`src/rtl/uart_host_pkg.sv`:
```
// uart_host_pkg: shared types and helpers for the host-side UART bridge.
//   tx_state_t / rx_state_t : transmit and receive FSM encodings
//   UART_DATA_BITS          : data bits per 8N1 frame
//   calc_cpb()              : clocks per bit (truncating division)
package uart_host_pkg;

  localparam int unsigned UART_DATA_BITS = 8;

  typedef enum logic [1:0] {
    TX_IDLE,
    TX_START,
    TX_DATA,
    TX_STOP
  } tx_state_t;

  typedef enum logic [2:0] {
    RX_IDLE,
    RX_START,
    RX_DATA,
    RX_STOP,
    RX_BREAK
  } rx_state_t;

  function automatic int unsigned calc_cpb(input int unsigned clk_hz,
                                           input int unsigned baud);
    return clk_hz / baud;
  endfunction

endpackage

```
`src/rtl/uart_host_fifo.sv`:
```
// uart_host_fifo: synchronous FIFO for received bytes.
//   clk, rst_n        : clock, asynchronous active-low reset
//   push, push_data   : write request / data (dropped when full unless popping)
//   pop, pop_data     : read request / head entry (pop ignored when empty)
//   full, empty       : occupancy flags
// DEPTH must be a power of two >= 2; pointers carry one extra wrap bit.
module uart_host_fifo #(
  parameter int unsigned WIDTH = 8,
  parameter int unsigned DEPTH = 16
) (
  input  logic             clk,
  input  logic             rst_n,
  input  logic             push,
  input  logic [WIDTH-1:0] push_data,
  input  logic             pop,
  output logic [WIDTH-1:0] pop_data,
  output logic             full,
  output logic             empty
);

  localparam int unsigned AW = (DEPTH > 1) ? $clog2(DEPTH) : 1;

  logic [WIDTH-1:0] mem [DEPTH];
  logic [AW:0]      wr_ptr;
  logic [AW:0]      rd_ptr;
  logic             do_push;
  logic             do_pop;

  assign empty = (wr_ptr == rd_ptr);
  assign full  = (wr_ptr[AW] != rd_ptr[AW]) && (wr_ptr[AW-1:0] == rd_ptr[AW-1:0]);

  // A simultaneous pop frees the slot, so a push while full still lands.
  assign do_pop  = pop && !empty;
  assign do_push = push && (!full || do_pop);

  assign pop_data = mem[rd_ptr[AW-1:0]];

  always_ff @(posedge clk or negedge rst_n) begin
    if (!rst_n) begin
      wr_ptr <= '0;
      rd_ptr <= '0;
      for (int unsigned i = 0; i < DEPTH; i++) mem[i] <= '0;
    end else begin
      if (do_push) begin
        mem[wr_ptr[AW-1:0]] <= push_data;
        wr_ptr              <= wr_ptr + 1'b1;
      end
      if (do_pop) rd_ptr <= rd_ptr + 1'b1;
    end
  end

endmodule

```
`src/rtl/uart_host_bridge.sv`:
```
// uart_host_bridge: host-side 8N1 UART transmitter/receiver, LSB first.
//   clock, reset        : single clock, asynchronous active-low reset
//   serial_rx/serial_tx : line from SoC uart_tx / line to SoC uart_rx
//   tx_data/valid/ready : byte transmit handshake (accept on valid && ready)
//   rx_data/valid/ready : receive buffer head and pop handshake
//   rx_overflow         : pulse when a received byte is dropped (buffer full)
//   rx_frame_error      : pulse when a stop bit samples low
// Build option UART_HOST_RX_FIFO_EN: defined -> RX_FIFO_DEPTH-entry FIFO;
// undefined -> single-byte holding register.
module uart_host_bridge
  import uart_host_pkg::*;
#(
  parameter int unsigned CLOCK_FREQUENCY = 50000000,
  parameter int unsigned UART_BAUD_RATE  = 9600,
  parameter int unsigned RX_FIFO_DEPTH   = 16
) (
  input  logic                      clock,
  input  logic                      reset,
  input  logic                      serial_rx,
  output logic                      serial_tx,
  input  logic [UART_DATA_BITS-1:0] tx_data,
  input  logic                      tx_valid,
  output logic                      tx_ready,
  output logic [UART_DATA_BITS-1:0] rx_data,
  output logic                      rx_valid,
  input  logic                      rx_ready,
  output logic                      rx_overflow,
  output logic                      rx_frame_error
);

  localparam int unsigned     CPB      = calc_cpb(CLOCK_FREQUENCY, UART_BAUD_RATE);
  localparam int unsigned     CNT_W    = (CPB > 1) ? $clog2(CPB) : 1;
  localparam logic [CNT_W-1:0] CNT_LAST = CNT_W'(CPB - 1);
  localparam logic [CNT_W-1:0] CNT_MID  = CNT_W'(CPB / 2);
  localparam logic [2:0]       IDX_LAST = 3'(UART_DATA_BITS - 1);

  // ---------------- transmitter ----------------
  tx_state_t                 tx_state, tx_state_n;
  logic [CNT_W-1:0]          tx_cnt, tx_cnt_n;
  logic [2:0]                tx_idx, tx_idx_n;
  logic [UART_DATA_BITS-1:0] tx_shift, tx_shift_n;
  logic                      tx_line, tx_line_n;

  always_ff @(posedge clock or negedge reset) begin
    if (!reset) begin
      tx_state <= TX_IDLE;
      tx_cnt   <= '0;
      tx_idx   <= '0;
      tx_shift <= '0;
      tx_line  <= 1'b1;
    end else begin
      tx_state <= tx_state_n;
      tx_cnt   <= tx_cnt_n;
      tx_idx   <= tx_idx_n;
      tx_shift <= tx_shift_n;
      tx_line  <= tx_line_n;
    end
  end

  always_comb begin
    tx_state_n = tx_state;
    tx_cnt_n   = tx_cnt;
    tx_idx_n   = tx_idx;
    tx_shift_n = tx_shift;
    tx_line_n  = tx_line;
    case (tx_state)
      TX_IDLE: if (tx_valid) begin
        tx_state_n = TX_START;
        tx_shift_n = tx_data;
        tx_cnt_n   = '0;
        tx_line_n  = 1'b0;
      end
      TX_START: if (tx_cnt == CNT_LAST) begin
        tx_state_n = TX_DATA;
        tx_cnt_n   = '0;
        tx_idx_n   = '0;
        tx_line_n  = tx_shift[0];
      end else tx_cnt_n = tx_cnt + CNT_W'(1);
      TX_DATA: if (tx_cnt == CNT_LAST) begin
        tx_cnt_n = '0;
        if (tx_idx == IDX_LAST) begin
          tx_state_n = TX_STOP;
          tx_line_n  = 1'b1;
        end else begin
          tx_idx_n   = tx_idx + 3'd1;
          tx_shift_n = tx_shift >> 1;
          tx_line_n  = tx_shift[1];
        end
      end else tx_cnt_n = tx_cnt + CNT_W'(1);
      TX_STOP: if (tx_cnt == CNT_LAST) begin
        tx_state_n = TX_IDLE;
        tx_cnt_n   = '0;
      end else tx_cnt_n = tx_cnt + CNT_W'(1);
      default: tx_state_n = TX_IDLE;
    endcase
  end

  assign serial_tx = tx_line;
  assign tx_ready  = (tx_state == TX_IDLE);

  // ---------------- receiver ----------------
  logic rx_s1, rx_s2, rx_prev;

  always_ff @(posedge clock or negedge reset) begin
    if (!reset) begin
      rx_s1   <= 1'b1;
      rx_s2   <= 1'b1;
      rx_prev <= 1'b1;
    end else begin
      rx_s1   <= serial_rx;
      rx_s2   <= rx_s1;
      rx_prev <= rx_s2;
    end
  end

  rx_state_t                 rx_state, rx_state_n;
  logic [CNT_W-1:0]          rx_cnt, rx_cnt_n;
  logic [2:0]                rx_idx, rx_idx_n;
  logic [UART_DATA_BITS-1:0] rx_shift, rx_shift_n;
  logic                      rx_push, rx_ferr_d, rx_full;

  always_ff @(posedge clock or negedge reset) begin
    if (!reset) begin
      rx_state       <= RX_IDLE;
      rx_cnt         <= '0;
      rx_idx         <= '0;
      rx_shift       <= '0;
      rx_frame_error <= 1'b0;
      rx_overflow    <= 1'b0;
    end else begin
      rx_state       <= rx_state_n;
      rx_cnt         <= rx_cnt_n;
      rx_idx         <= rx_idx_n;
      rx_shift       <= rx_shift_n;
      rx_frame_error <= rx_ferr_d;
      // Buffer state changes at this edge, so the drop is flagged with it.
      rx_overflow    <= rx_push && rx_full && !rx_ready;
    end
  end

  always_comb begin
    rx_state_n = rx_state;
    rx_cnt_n   = rx_cnt;
    rx_idx_n   = rx_idx;
    rx_shift_n = rx_shift;
    rx_push    = 1'b0;
    rx_ferr_d  = 1'b0;
    case (rx_state)
      RX_IDLE: if (rx_prev && !rx_s2) begin
        rx_state_n = RX_START;
        rx_cnt_n   = '0;
      end
      RX_START: if (rx_cnt == CNT_MID) begin
        rx_cnt_n   = '0;
        rx_idx_n   = '0;
        rx_state_n = rx_s2 ? RX_IDLE : RX_DATA;
      end else rx_cnt_n = rx_cnt + CNT_W'(1);
      RX_DATA: if (rx_cnt == CNT_LAST) begin
        rx_cnt_n   = '0;
        rx_shift_n = {rx_s2, rx_shift[UART_DATA_BITS-1:1]};
        if (rx_idx == IDX_LAST) rx_state_n = RX_STOP;
        else                    rx_idx_n   = rx_idx + 3'd1;
      end else rx_cnt_n = rx_cnt + CNT_W'(1);
      RX_STOP: if (rx_cnt == CNT_LAST) begin
        rx_cnt_n = '0;
        if (rx_s2) begin
          rx_push    = 1'b1;
          rx_state_n = RX_IDLE;
        end else begin
          rx_ferr_d  = 1'b1;
          rx_state_n = RX_BREAK;
        end
      end else rx_cnt_n = rx_cnt + CNT_W'(1);
      RX_BREAK: if (rx_s2) rx_state_n = RX_IDLE;
      default: rx_state_n = RX_IDLE;
    endcase
  end

  // ---------------- receive buffer ----------------
`ifdef UART_HOST_RX_FIFO_EN
  logic fifo_empty;

  uart_host_fifo #(
    .WIDTH (UART_DATA_BITS),
    .DEPTH (RX_FIFO_DEPTH)
  ) u_fifo (
    .clk       (clock),
    .rst_n     (reset),
    .push      (rx_push),
    .push_data (rx_shift),
    .pop       (rx_ready),
    .pop_data  (rx_data),
    .full      (rx_full),
    .empty     (fifo_empty)
  );

  assign rx_valid = !fifo_empty;
`else
  logic                      hold_valid;
  logic [UART_DATA_BITS-1:0] hold_data;
  logic                      unused_depth;

  // Depth only matters when the FIFO is built.
  assign unused_depth = (RX_FIFO_DEPTH == 0);

  always_ff @(posedge clock or negedge reset) begin
    if (!reset) begin
      hold_valid <= 1'b0;
      hold_data  <= '0;
    end else if (rx_push && (!hold_valid || rx_ready)) begin
      hold_valid <= 1'b1;
      hold_data  <= rx_shift;
    end else if (hold_valid && rx_ready) begin
      hold_valid <= 1'b0;
    end
  end

  assign rx_full  = hold_valid;
  assign rx_valid = hold_valid;
  assign rx_data  = hold_data;
`endif

endmodule

```
`config.mk`:
```
export PLATFORM = sky130hd
export DESIGN_NAME = uart_host_bridge
export DESIGN_NICKNAME = d
export VERILOG_FILES = /design/src/rtl/uart_host_pkg.sv /design/src/rtl/uart_host_fifo.sv /design/src/rtl/uart_host_bridge.sv
export SDC_FILE = /design/constraint.sdc
export NUM_CORES = 1
export LEC_CHECK = 0
export BUFFER_PORTS_ARGS = -buffer_cell sky130_fd_sc_hd__buf_2
export CORE_UTILIZATION = 58
export DETAILED_ROUTE_END_ITERATION = 12
export HOLD_SLACK_MARGIN = 0.08
export PLACE_DENSITY = 0.75
export RECOVER_POWER = 50
export SYNTH_ARGS = -nofsm -noshare
export SYNTH_HDL_FRONTEND = slang
export SYNTH_HIERARCHICAL = 1
export SYNTH_SLANG_ARGS = --single-unit
```
`constraint.sdc`:
```
create_clock -name clock -period 4.99 [get_ports clock]
set_input_delay 0.2495 -clock clock [delete_from_list [all_inputs] [get_ports clock]]
set_output_delay 0.2495 -clock clock [all_outputs]
set_load 0.05 [all_outputs]
```
Word level (Yosys, flattened, before mapping):

Index checks and enable logic that the tools add are counted.
Widths: inputs -> output; s select.

* add/subtract/negate cells: 4
* eq/ne operators: 25
* muxes and demuxes: 47
* reductions and logical operators: 27

Operator list (count)
* $mux 13: 5
* $mux 3: 13
* $pmux 13 s3: 1
* $add 13x1->13 const B: 2
* $eq 13x13->1 const B: 2
* $ne 2x2->1 const B: 13
* $pmux 13 s2: 1
* $mux 8: 3
* $pmux 8 s2: 1
* $reduce_and 4->1: 4
* $pmux 3 s5: 1
* $eq 13x12->1 const B: 1
* $mux 1: 12
* $mux 2: 6
* $pmux 3 s2: 2
* $eq 3x3->1 const B: 3
* $pmux 2 s4: 1
* $reduce_bool 2->1: 4
* $add 3x1->3 const B: 2
* $eq 3x2->1 const B: 2
* $reduce_and 6->1: 1
* $reduce_bool 3->1: 2
* $logic_and 1x1->1: 5
* $reduce_and 5->1: 1
* 11 further kinds: 15

* register bits after elaboration: 68
* bits of input ports: 13
* output and inout port bits: 13
* word-level logic and storage cells: 119

Logic depth before layout (Yosys ltp):

Gate-level depths: netlist (run 1).

* word-level depth: 5
* gate-level depth with buffers: 9
* mapped depth without buffers: 7

Least setup slack after synthesis (run 1):

OpenSTA, ideal clock, no wires.

* kind: register to register
* start: register tx_state[0]
* end: register tx_shift[0]
* arrival: 2.234 ns
* required time: 4.853 ns
* slack: 2.619 ns
* cell stages (with the launch flop): 10
* path buffers: 2
* cells stage by stage: dfrtp_1 -> inv_1 -> ha_1 -> nand2b_1 -> clkbuf_1 -> nand3_1 -> or4_2 -> clkbuf_1 -> o22ai_1 -> a21oi_1

* cells in the longest elaborated chain, start to end: 3
* elaborated cells between the ends (all ways): 8
* those cells by class: eq/ne (4); mux (1); reduce/logical (3)

RTL lines
* from (decl): line uart_host_bridge.sv:38 `tx_state_t tx_state, tx_state_n;`
* from (signal assigned): line uart_host_bridge.sv:52 `tx_state <= tx_state_n;`
* $logic_not 2->1 *
* via tx_ready: line uart_host_bridge.sv:23 `output logic tx_ready,`
* $ne 2x2->1 (no line) or $reduce_bool 2->1 (tied branches)
* $reduce_and 4->1 (no line)
* to (signal assigned): line uart_host_bridge.sv:55 `tx_shift <= tx_shift_n;`
* to (decl): line uart_host_bridge.sv:41 `logic [UART_DATA_BITS-1:0] tx_shift, tx_shift_n;`

Mark *: on every way through the listed nets, which the timed path passes. The rest lies on a longest branch.
A chain may end at the register's enable or synchronous reset.

Worst setup path in the final report (run 1):

* start: register tx_state[0]
* end: register tx_shift[3]

* cells in the longest elaborated chain, start to end: 3
* elaborated cells between the ends (all ways): 8
* those cells by class: eq/ne (4); mux (1); reduce/logical (3)

RTL lines
* $eq 2x2->1 or $logic_not 2->1 (tied branches): line uart_host_bridge.sv:66 `case (tx_state)`
* $ne 2x2->1 (no line) or $reduce_bool 2->1 (tied branches)
* $reduce_and 4->1 (no line)

Several ways; a longest one is shown, not always the timed one.

==> metrics.txt, run 1 <==
Yosys cell types 57; PwrDens between 400 and 500 mW/mm^2; maximum vdd ir drop 0.3816 mV; total gr overflow 0; Port Buf Inserts 25; status finished clean; final setup fails 0; flops & latches, synth 68; setup tns final 0 ns; Initial Utilization 0.5993; crit-path max FO 19; TritonCTS buffer count 9; post-synthesis async set-or-reset flop share 1.000; largest net degree at the start of global routing 69; area leader, netlist dfrtp_1; CTS max path bufs 2; Hold WC Path Type input port to async pin; global placer's final weighted congestion ~0.84; Synth Flop Type dfrtp_1; core box area about 0.0059 mm^2; DRC 0; worst-skew pair later-pin latency between 0.3 and 0.4 ns; Synth area leaders dfrtp_1, mux2_2, ha_1, dfstp_2, nand2_1; total number of vias approximately 2500; Crit path arrival time 2.73 ns; commonest cells after routing, fill and taps aside dfrtp_1, nand2_1, nor2_1; number of diodes 0; critical path class flop to flop; Critical Path, Cell by Cell inv_1 -> ha_1 -> or2_2 -> nand3_1 -> or4_2 -> o22ai_1 -> a21oi_1; global-route wire length before repair approximately 12 mm; detailed-route vias per instance 5.763; Least-Margin Pin Slew about 0.84 ns; slowest stage delay, CP 0.66 ns; Pwr Total 1.618 mW; Area Growth Syn to Fin 10.50%; max_cap viols 0; drt pass-1 iters 4; RSZ-0062 raised after global routing false; Final ANT Viol Nets 0; DP HPWL 4.464 mm; Yosys warnings 6; LEAKAGE 1.764 nW; Total Wirelength approximately 6.6 mm; clock-pin slew on the worst setup and hold paths about 0.080 ns; period utilization 0.5079; CTS tree yes; vias in the first global route around 2500; post-route clock skew 0.01264 ns; CTS sink count between 60 and 70; Worst setup SP type flop; Gate Count Post-Synth between 300 and 400; Final Slew Violations 0; DRT iter0 DRCs 130; Root Buffer clkbuf_8; Worst slew margin 0.4418; All-Layer GR Usage 0.2389; Max Freq slightly below 400 MHz; post-synthesis sequential area ratio 0.4839; slowest CP cell or4_2; die width between 70 and 80 um; placed cells 422; Worst setup EP type flop; full die area 0.006397 mm^2; Final nets 384; die height 79.98 um; area share of the largest cell type after synthesis 0.4541; Synth Cell Area about 0.0035 mm^2; CTS H-tree lvls 3; antenna violations before repair 0; I/O pin count 26; CP required 5.19 ns; Finished Layout Cells 439; Post-synth EDFFs 0; num rows 28; # resized after CTS 0; Final Critical Period ~2.5 ns; commonest non-fill, non-tap cell in the layout dfrtp_1; ratio of cells with drive above 1 in the final layout 0.2088; reg2reg setup slack 2.46 ns; WL/cell 15.13 um; Syn Area/Cell 10.50 um^2; Mapped Nets 361; Final Hold Viols 0
## state kept, by name (all words and copies together) (netlist names), 2 cells and up
signal / cells
rx_cnt: 13
rx_data: 8
tx_idx: 3
rx_shift: 8
rx_state: 3
tx_state: 2
rx_idx: 3
tx_shift: 8
tx_cnt: 13
## per-stage QoR
step / cell area [um^2] / util / setup WS, ns / hold WS (ns)
4_1_cts: 3901 / 0.6628 / 2.470 / 0.1131
3_3_place_gp: 3684 / 0.6259 / 2.584 / 0.3473
2_1_floorplan: 3527 / - / 2.619 / -0.04609
3_5_place_dp: 3684 / 0.6259 / 2.472 / 0.3529
5_1_grt: 3897 / 0.6622 / 2.294 / 0.1518
6_report: 3897 / 0.6622 / 2.456 / 0.06847
## routing by layer
layer | routed length [um] | vias to the layer above | global-route usage
li1 | - | 1270 | -
met1 | 3210 | 1220 | 0.3182
met2 | 3185 | 34 | 0.3667
met3 | 150 | 6 | 0.05829
met4 | 95 | 0 | 0.1107
met5 | 0 | - | 0
## critical path, delay by kind of cell (launching register included)
| family | cells | cell delay (ns) |
|---|---|---|
| buffers and inverters | 1 | 0.13 |
| AND/OR/NAND/NOR | 3 | 0.98 |
| AO/OA/AOI/OAI | 2 | 0.27 |
| adder cells (fa/ha/maj) | 1 | 0.60 |
| flip-flops | 1 | 0.41 |
## final timing paths
kind                              from           to  cells after the start
max                        tx_state[0]  tx_shift[3]                      7
min                              reset    rx_cnt[4]                      2
max reg2reg                tx_state[0]  tx_shift[3]                      7
min reg2reg                      rx_s1        rx_s2                      0
max in group asynchronous        reset   tx_cnt[10]                      2
min in group clock          tx_data[7]  tx_shift[7]                      3
## Yosys cell counts, types with 2 or more instances
library cell  count
nand4_1           7
or4b_4            2
o21ai_0          16
dfrtp_1          64
a21oi_1          14
nor4_4            2
o22ai_1          14
and3_1            5
nor4_1            2
xor2_1            4
nor2b_1           6
ha_1             12
a21o_1            4
o21a_1            2
nand2b_1          5
or3_1             4
and2_1            2
a41oi_1           2
nand2_1          26
nor2_1           26
a22o_1           10
a31o_2            2
mux2_2           17
buf_2             5
nand4b_1          3
nor3_1            9
inv_1            10
dfstp_2           4
nand3_1           8
xnor2_1          11
a31oi_1           3
clkbuf_1          8
or2_2             3
## area by class of cell
class,count,area [um^2]
multi-input cells,243,1713
clock inverters,6,70.07
repair buffers,27,138.9
inverters,10,37.54
flip-flops and latches,68,1707
well taps,75,93.84
fillers,461,1988
clock buffers,10,137.6
## report_power, final
group / leakage (nW) / internal (mW) / switching [mW]
sequential: 0.886 / 0.631 / 0.0862
combinational: 0.770 / 0.174 / 0.259
clock: 0.107 / 0.249 / 0.219
total: 1.76 / 1.05 / 0.565
## what timing repair did
| item | 4_1_cts | 5_1_grt |
|---|---|---|
| setup buffers | 0 | 0 |
| hold endpoints to repair | 1 | 0 |
| hold buffers | 1 | 0 |
## cells by family after synthesis
family          after synthesis  share of synthesized area
mux                          17                    0.05427
buf+inv                      25                    0.03051
fa+ha+maj                    12                    0.04257
compound gates               78                     0.1543
flops                        68                     0.4839
simple gates                121                     0.1972
xor+xnor                     15                    0.03725
(Power assumes the default switching activity.)
==> inputs of run 2 (changes only) <==
Settings changed: CORE_UTILIZATION 58 to 54, PLACE_DENSITY 0.75 to 0.74.
Clock period 4.99 ns to 2.2 ns, I/O delays scaled along.
==> metrics.txt, run 2 (synthesis gave the netlist of run 1 again) <==
Crit path arrival time 2.46 ns (-0.27 ns); crit-path max FO 3 (-16); Final Critical Period 2.231 ns (-0.3036 ns); ratio of cells with drive above 1 in the final layout 0.2637 (+0.05489); worst setup slack after layout -0.03070 ns (-2.486 ns); largest net degree at the start of global routing 69 (unchanged); PwrDens 945.9 mW/mm^2 (+130%); DP HPWL 4.805 mm (+7.6%); Worst R2R Path Depth 7 (unchanged); status finished with violations; All-Layer GR Usage 0.2216 (-0.01727); DRC 0 (unchanged); worst-skew pair later-pin latency 0.34 ns (about the same); RSZ-0062 raised after global routing true; total gr overflow 0 (unchanged); antenna violations before repair 0 (unchanged); final setup fails 1 (+1); die height 82.82 um (+3.6%); full die area 0.006859 mm^2 (+7.2%); Final Slew Violations 69 (+69); commonest cells after routing, fill and taps aside dfrtp_1, buf_4, nand2_1, nor2_1; reg2reg setup slack -0.03 ns (-2.49 ns); maximum vdd ir drop 0.7145 mV (+87%); R2R Path Start rx_cnt[0]; crit path from rx_cnt[0]; drt pass-1 iters 4 (unchanged); DRT iter0 DRCs 117 (-10%); Worst slew margin -0.1040 (-0.5458); Hold WC Path Type input port to flop; CTS H-tree lvls 3 (unchanged); post-layout util 0.6778 (+0.01556); core box area 0.006314 mm^2 (+7.3%); Top Layer Used met4; CTS tree yes; violated checks max-capacitance violations, max-slew violations, negative setup slack; Area Growth Syn to Fin 21.32%; Max Freq 448.3 MHz (+14%); clock-pin slew on the worst setup and hold paths 0.08 ns (about the same); vias in the first global route 2712 (+7.2%); Final nets 422 (+9.9%); WL met3 210 um (+40%); Root Buffer clkbuf_8; Final ANT Viol Nets 0 (unchanged); biggest regs rx_cnt: 13 flops, tx_cnt: 13 flops; Initial Utilization 0.5587 (-0.04062); DP Worst Slack 0.005601 ns (-2.466 ns); post-route clock skew 0.008985 ns (-0.003658 ns); detailed-route vias per instance 5.683 (-1.4%); Finished Cell Area 0.004279 mm^2 (+9.8%); area of the multi-input gates 0.001770 mm^2 (+3.4%); global-route wire length before repair 12.49 mm (+7.9%); critical path capture point rx_idx[0]; CP required 2.43 ns (-2.76 ns); worst r2r dst rx_idx[0]; I/O pin count 26 (unchanged); number of diodes 0 (unchanged); Final Hold Viols 0 (unchanged); commonest non-fill, non-tap cell in the layout dfrtp_1; Fillers 490 (+6.3%); CTS sink count 68 (unchanged); Port Buf Inserts 25 (unchanged); critical path class flop to flop; num rows 29 (+3.6%); placed cell areas 0.003889 mm^2 (+5.6%); global placer's final weighted congestion 0.8218 (-1.9%); WL met1 3.431 mm (+6.9%); WL met2 3.498 mm (+9.8%); Worst setup EP type flop; die width 82.82 um (+3.6%); Least-Margin Pin Slew 1.656 ns (+0.8187 ns); Hold Path Depth 3; CTS max path bufs 2 (unchanged); Total Wirelength 7.165 mm (+7.9%); LEAKAGE 1.923 nW (+9.0%); Worst setup SP type flop; total number of vias 2722 (+7.6%); Reg area 0.001707 mm^2 (unchanged); period utilization 1.014 (+0.5061); max_cap viols 1 (+1); WL/cell 14.96 um (-1.1%); TritonCTS buffer count 9 (unchanged)
-- run 2: how the worst min path moves through the flow --
stage                           from     endpoint  slack (ns)
after detailed placement   serial_rx        rx_s1        0.23
final                       tx_valid    serial_tx        0.11
after global placement     serial_rx        rx_s1        0.23
after floorplan                reset    rx_cnt[0]       -0.19
after global routing      tx_data[1]  tx_shift[1]        0.11
after CTS                   tx_valid    serial_tx        0.09
-- run 2: metal layers --
metal / vias up / global-route usage
met1: 1335 / 0.2949
met4: 0 / 0.05172
li1: 1342 / -
met3: 2 / 0.05567
met5: - / 0
met2: 43 / 0.3666
-- run 2: final cells by class --
type | instances | area share
inverters | 10 | 0.008772
clock inverters | 7 | 0.02310
multi-input cells | 243 | 0.4137
flip-flops and latches | 68 | 0.3988
clock buffers | 9 | 0.02895
well taps | 77 | 0.02251
repair buffers | 65 | 0.1041
-- run 2: report_power, final --
part           internal, mW  leakage [nW]  total [mW]  switching [mW]
clock                 0.646         0.110        1.15           0.504
combinational         0.618         0.927        1.30           0.685
sequential             1.43         0.886        1.59           0.164
total                  2.69          1.92        4.05            1.35
-- run 2: through the flow --
stage | hold slack, ns | instances | total power [mW] | setup TNS (ns)
3_5_place_dp | 0.2325 | 449 | 2.838 | 0
4_1_cts | 0.09320 | 475 | 4.016 | -0.001043
2_1_floorplan | -0.1856 | 336 | 2.400 | 0
3_3_place_gp | 0.2321 | 449 | 2.804 | 0
5_1_grt | 0.1069 | 479 | 4.300 | -0.2412
6_report | 0.1118 | 479 | 4.047 | -0.03070
-- run 2: worst max-delay path, cell delays in order, from the launching register on --
cell     delay, ns
dfrtp_1       0.39
inv_2         0.08
ha_4          0.13
or4bb_4       0.46
nor4_4        0.29
a22oi_2       0.15
or3_4         0.36
mux2_4        0.26
-- run 2: repair_timing --
item                                    in CTS  in global routing
hold buffers                                10                  0
endpoints found under the hold margin       74                  0
buffers inserted                             0                  4
resized for setup                            0                 12
pin swaps                                    0                  7
endpoints found under the setup margin       1                 22
==> inputs of run 3 (changes only) <==
Settings changed: CORE_UTILIZATION 54 to 58, PLACE_DENSITY 0.74 to 0.77.
Clock period 2.2 ns to 2.5 ns, I/O delays scaled along.
==> metrics.txt, run 3 (synthesis gave the netlist of run 1 again) <==
status finished clean; CTS sink count 68 (unchanged); Final Slew Violations 0 (-100%); PwrDens 808.9 mW/mm^2 (-14%); Worst setup EP type flop; post-CTS setup buffer count 0 (unchanged); DRT iter0 DRCs 112 (-4.3%); # resized after CTS 0 (unchanged); largest net degree at the start of global routing 44 (-36%); die width 79.98 um (-3.4%); die height 79.98 um (-3.4%); DRC 0 (unchanged); Final Critical Period 2.343 ns (+0.1119 ns); core box area 0.005886 mm^2 (-6.8%); biggest regs rx_cnt: 13 flops, tx_cnt: 13 flops; Initial Utilization 0.5993 (+0.04062); CTS H-tree lvls 3 (unchanged); Final nets 399 (-5.5%); Area Growth Syn to Fin 13.62%; total number of vias 2677 (-1.7%); worst-skew pair later-pin latency 0.34 ns (about the same); post-route clock skew 0.01086 ns (+0.001871 ns); Total Wirelength 6.999 mm (-2.3%); Max Freq 426.9 MHz (-4.8%); LEAKAGE 1.787 nW (-7.1%); commonest non-fill, non-tap cell in the layout dfrtp_1; num rows 28 (-3.4%); setup tns final 0 ns (+0.03070 ns); detailed-route vias per instance 5.896 (+3.8%); CP required 2.73 ns (+0.30 ns); Hold WC Path Type input port to flop; ratio of cells with drive above 1 in the final layout 0.1926 (-0.07107); antenna violations before repair 0 (unchanged); Final ANT Viol Nets 0 (unchanged); number of diodes 0 (unchanged); Finished Layout Cells 454 (-5.2%); critical path class flop to flop; DP HPWL 4.718 mm (-1.8%); placed cells 428 (-4.7%); CTS tree yes; Final Hold Viols 0 (unchanged); global placer's final weighted congestion 0.8144 (-0.90%); I/O pin count 26 (unchanged); maximum vdd ir drop 0.6163 mV (-14%); commonest cells after routing, fill and taps aside dfrtp_1, nand2_1, nor2_1; Crit path arrival time 2.57 ns (+0.11 ns); total gr overflow 0 (unchanged); Worst setup SP type flop; All-Layer GR Usage 0.2358 (+0.01413); global-route wire length before repair 11.66 mm (-6.6%); Root Buffer clkbuf_8; max_cap viols 0 (-1); CTS max path bufs 2 (unchanged); Least-Margin Pin Slew 1.378 ns (-0.2776 ns); full die area 0.006397 mm^2 (-6.7%); clock-pin slew on the worst setup and hold paths 0.08 ns (about the same); Worst slew margin 0.08102 (+0.1850); final setup fails 0 (-1); TritonCTS buffer count 9 (unchanged); crit-path max FO 5 (+2); WL/cell 15.42 um (+3.1%); Port Buf Inserts 25 (unchanged); RSZ-0062 raised after global routing false; period utilization 0.9371 (-0.07690); vias in the first global route 2540 (-6.3%); drt pass-1 iters 4 (unchanged)
==> run 3: cell type report <==
class	instances	area [um^2]
fillers	456	1878
multi-input cells	243	1713
flip-flops and latches	68	1707
repair buffers	42	264.0
clock buffers	10	127.6
well taps	75	93.84
clock inverters	6	65.06
inverters	10	37.54
==> run 3: worst max-delay path, stage by stage (launching register included) <==
cell,delay (ns)
dfrtp_1,0.42
inv_1,0.09
ha_1,0.15
or4bb_1,0.45
nor4_4,0.27
a22oi_1,0.18
or3_1,0.39
mux2_2,0.29
==> run 3: where the power goes <==
| group | switching, mW | internal (mW) | leakage [nW] |
|---|---|---|---|
| logic | 0.542 | 0.379 | 0.805 |
| clock network | 0.443 | 0.461 | 0.0962 |
| registers | 0.159 | 1.26 | 0.886 |
| total | 1.14 | 2.10 | 1.79 |
==> run 3: metal layers <==
metal	global-route usage	vias to the layer above	part of all wire
met5	0	-	0
met4	0.09821	0	0.022
met3	0.03086	16	0.035
met2	0.3855	65	0.49
met1	0.3155	1295	0.46
li1	-	1301	-
==> run 3: timing repair <==
action                                 in CTS  in global routing
endpoints found under the hold margin      33                  0
hold buffers                               10                  0
setup endpoints to repair                   0                  0
==> run 3: final timing paths <==
check	startpoint	endpoint	slack [ns]	cells past startpoint
worst min-delay path	tx_data[1]	tx_shift[1]	0.10	3
worst max register to register	rx_cnt[0]	rx_idx[0]	0.16	7
max in group asynchronous	reset	tx_cnt[10]	0.52	3
min in group asynchronous	reset	rx_cnt[6]	0.62	2
worst max-delay path	rx_cnt[0]	rx_idx[0]	0.16	7
worst min register to register	rx_s1	rx_s2	0.36	0
==> run 3: per-stage QoR <==
stage / area (um^2) / hold WS [ns] / utilization / setup WS [ns] / power [mW]
after detailed placement: 3741 / 0.1780 / 0.6356 / 0.1589 / 2.341
after global routing: 4008 / 0.1367 / 0.6809 / 0.02730 / 3.435
after global placement: 3741 / 0.1683 / 0.6356 / 0.2383 / 2.312
final: 4008 / 0.1028 / 0.6809 / 0.1574 / 3.242
after floorplan: 3527 / -0.1706 / - / 0.1293 / 2.106
after CTS: 4034 / 0.09775 / 0.6854 / 0.1601 / 3.240
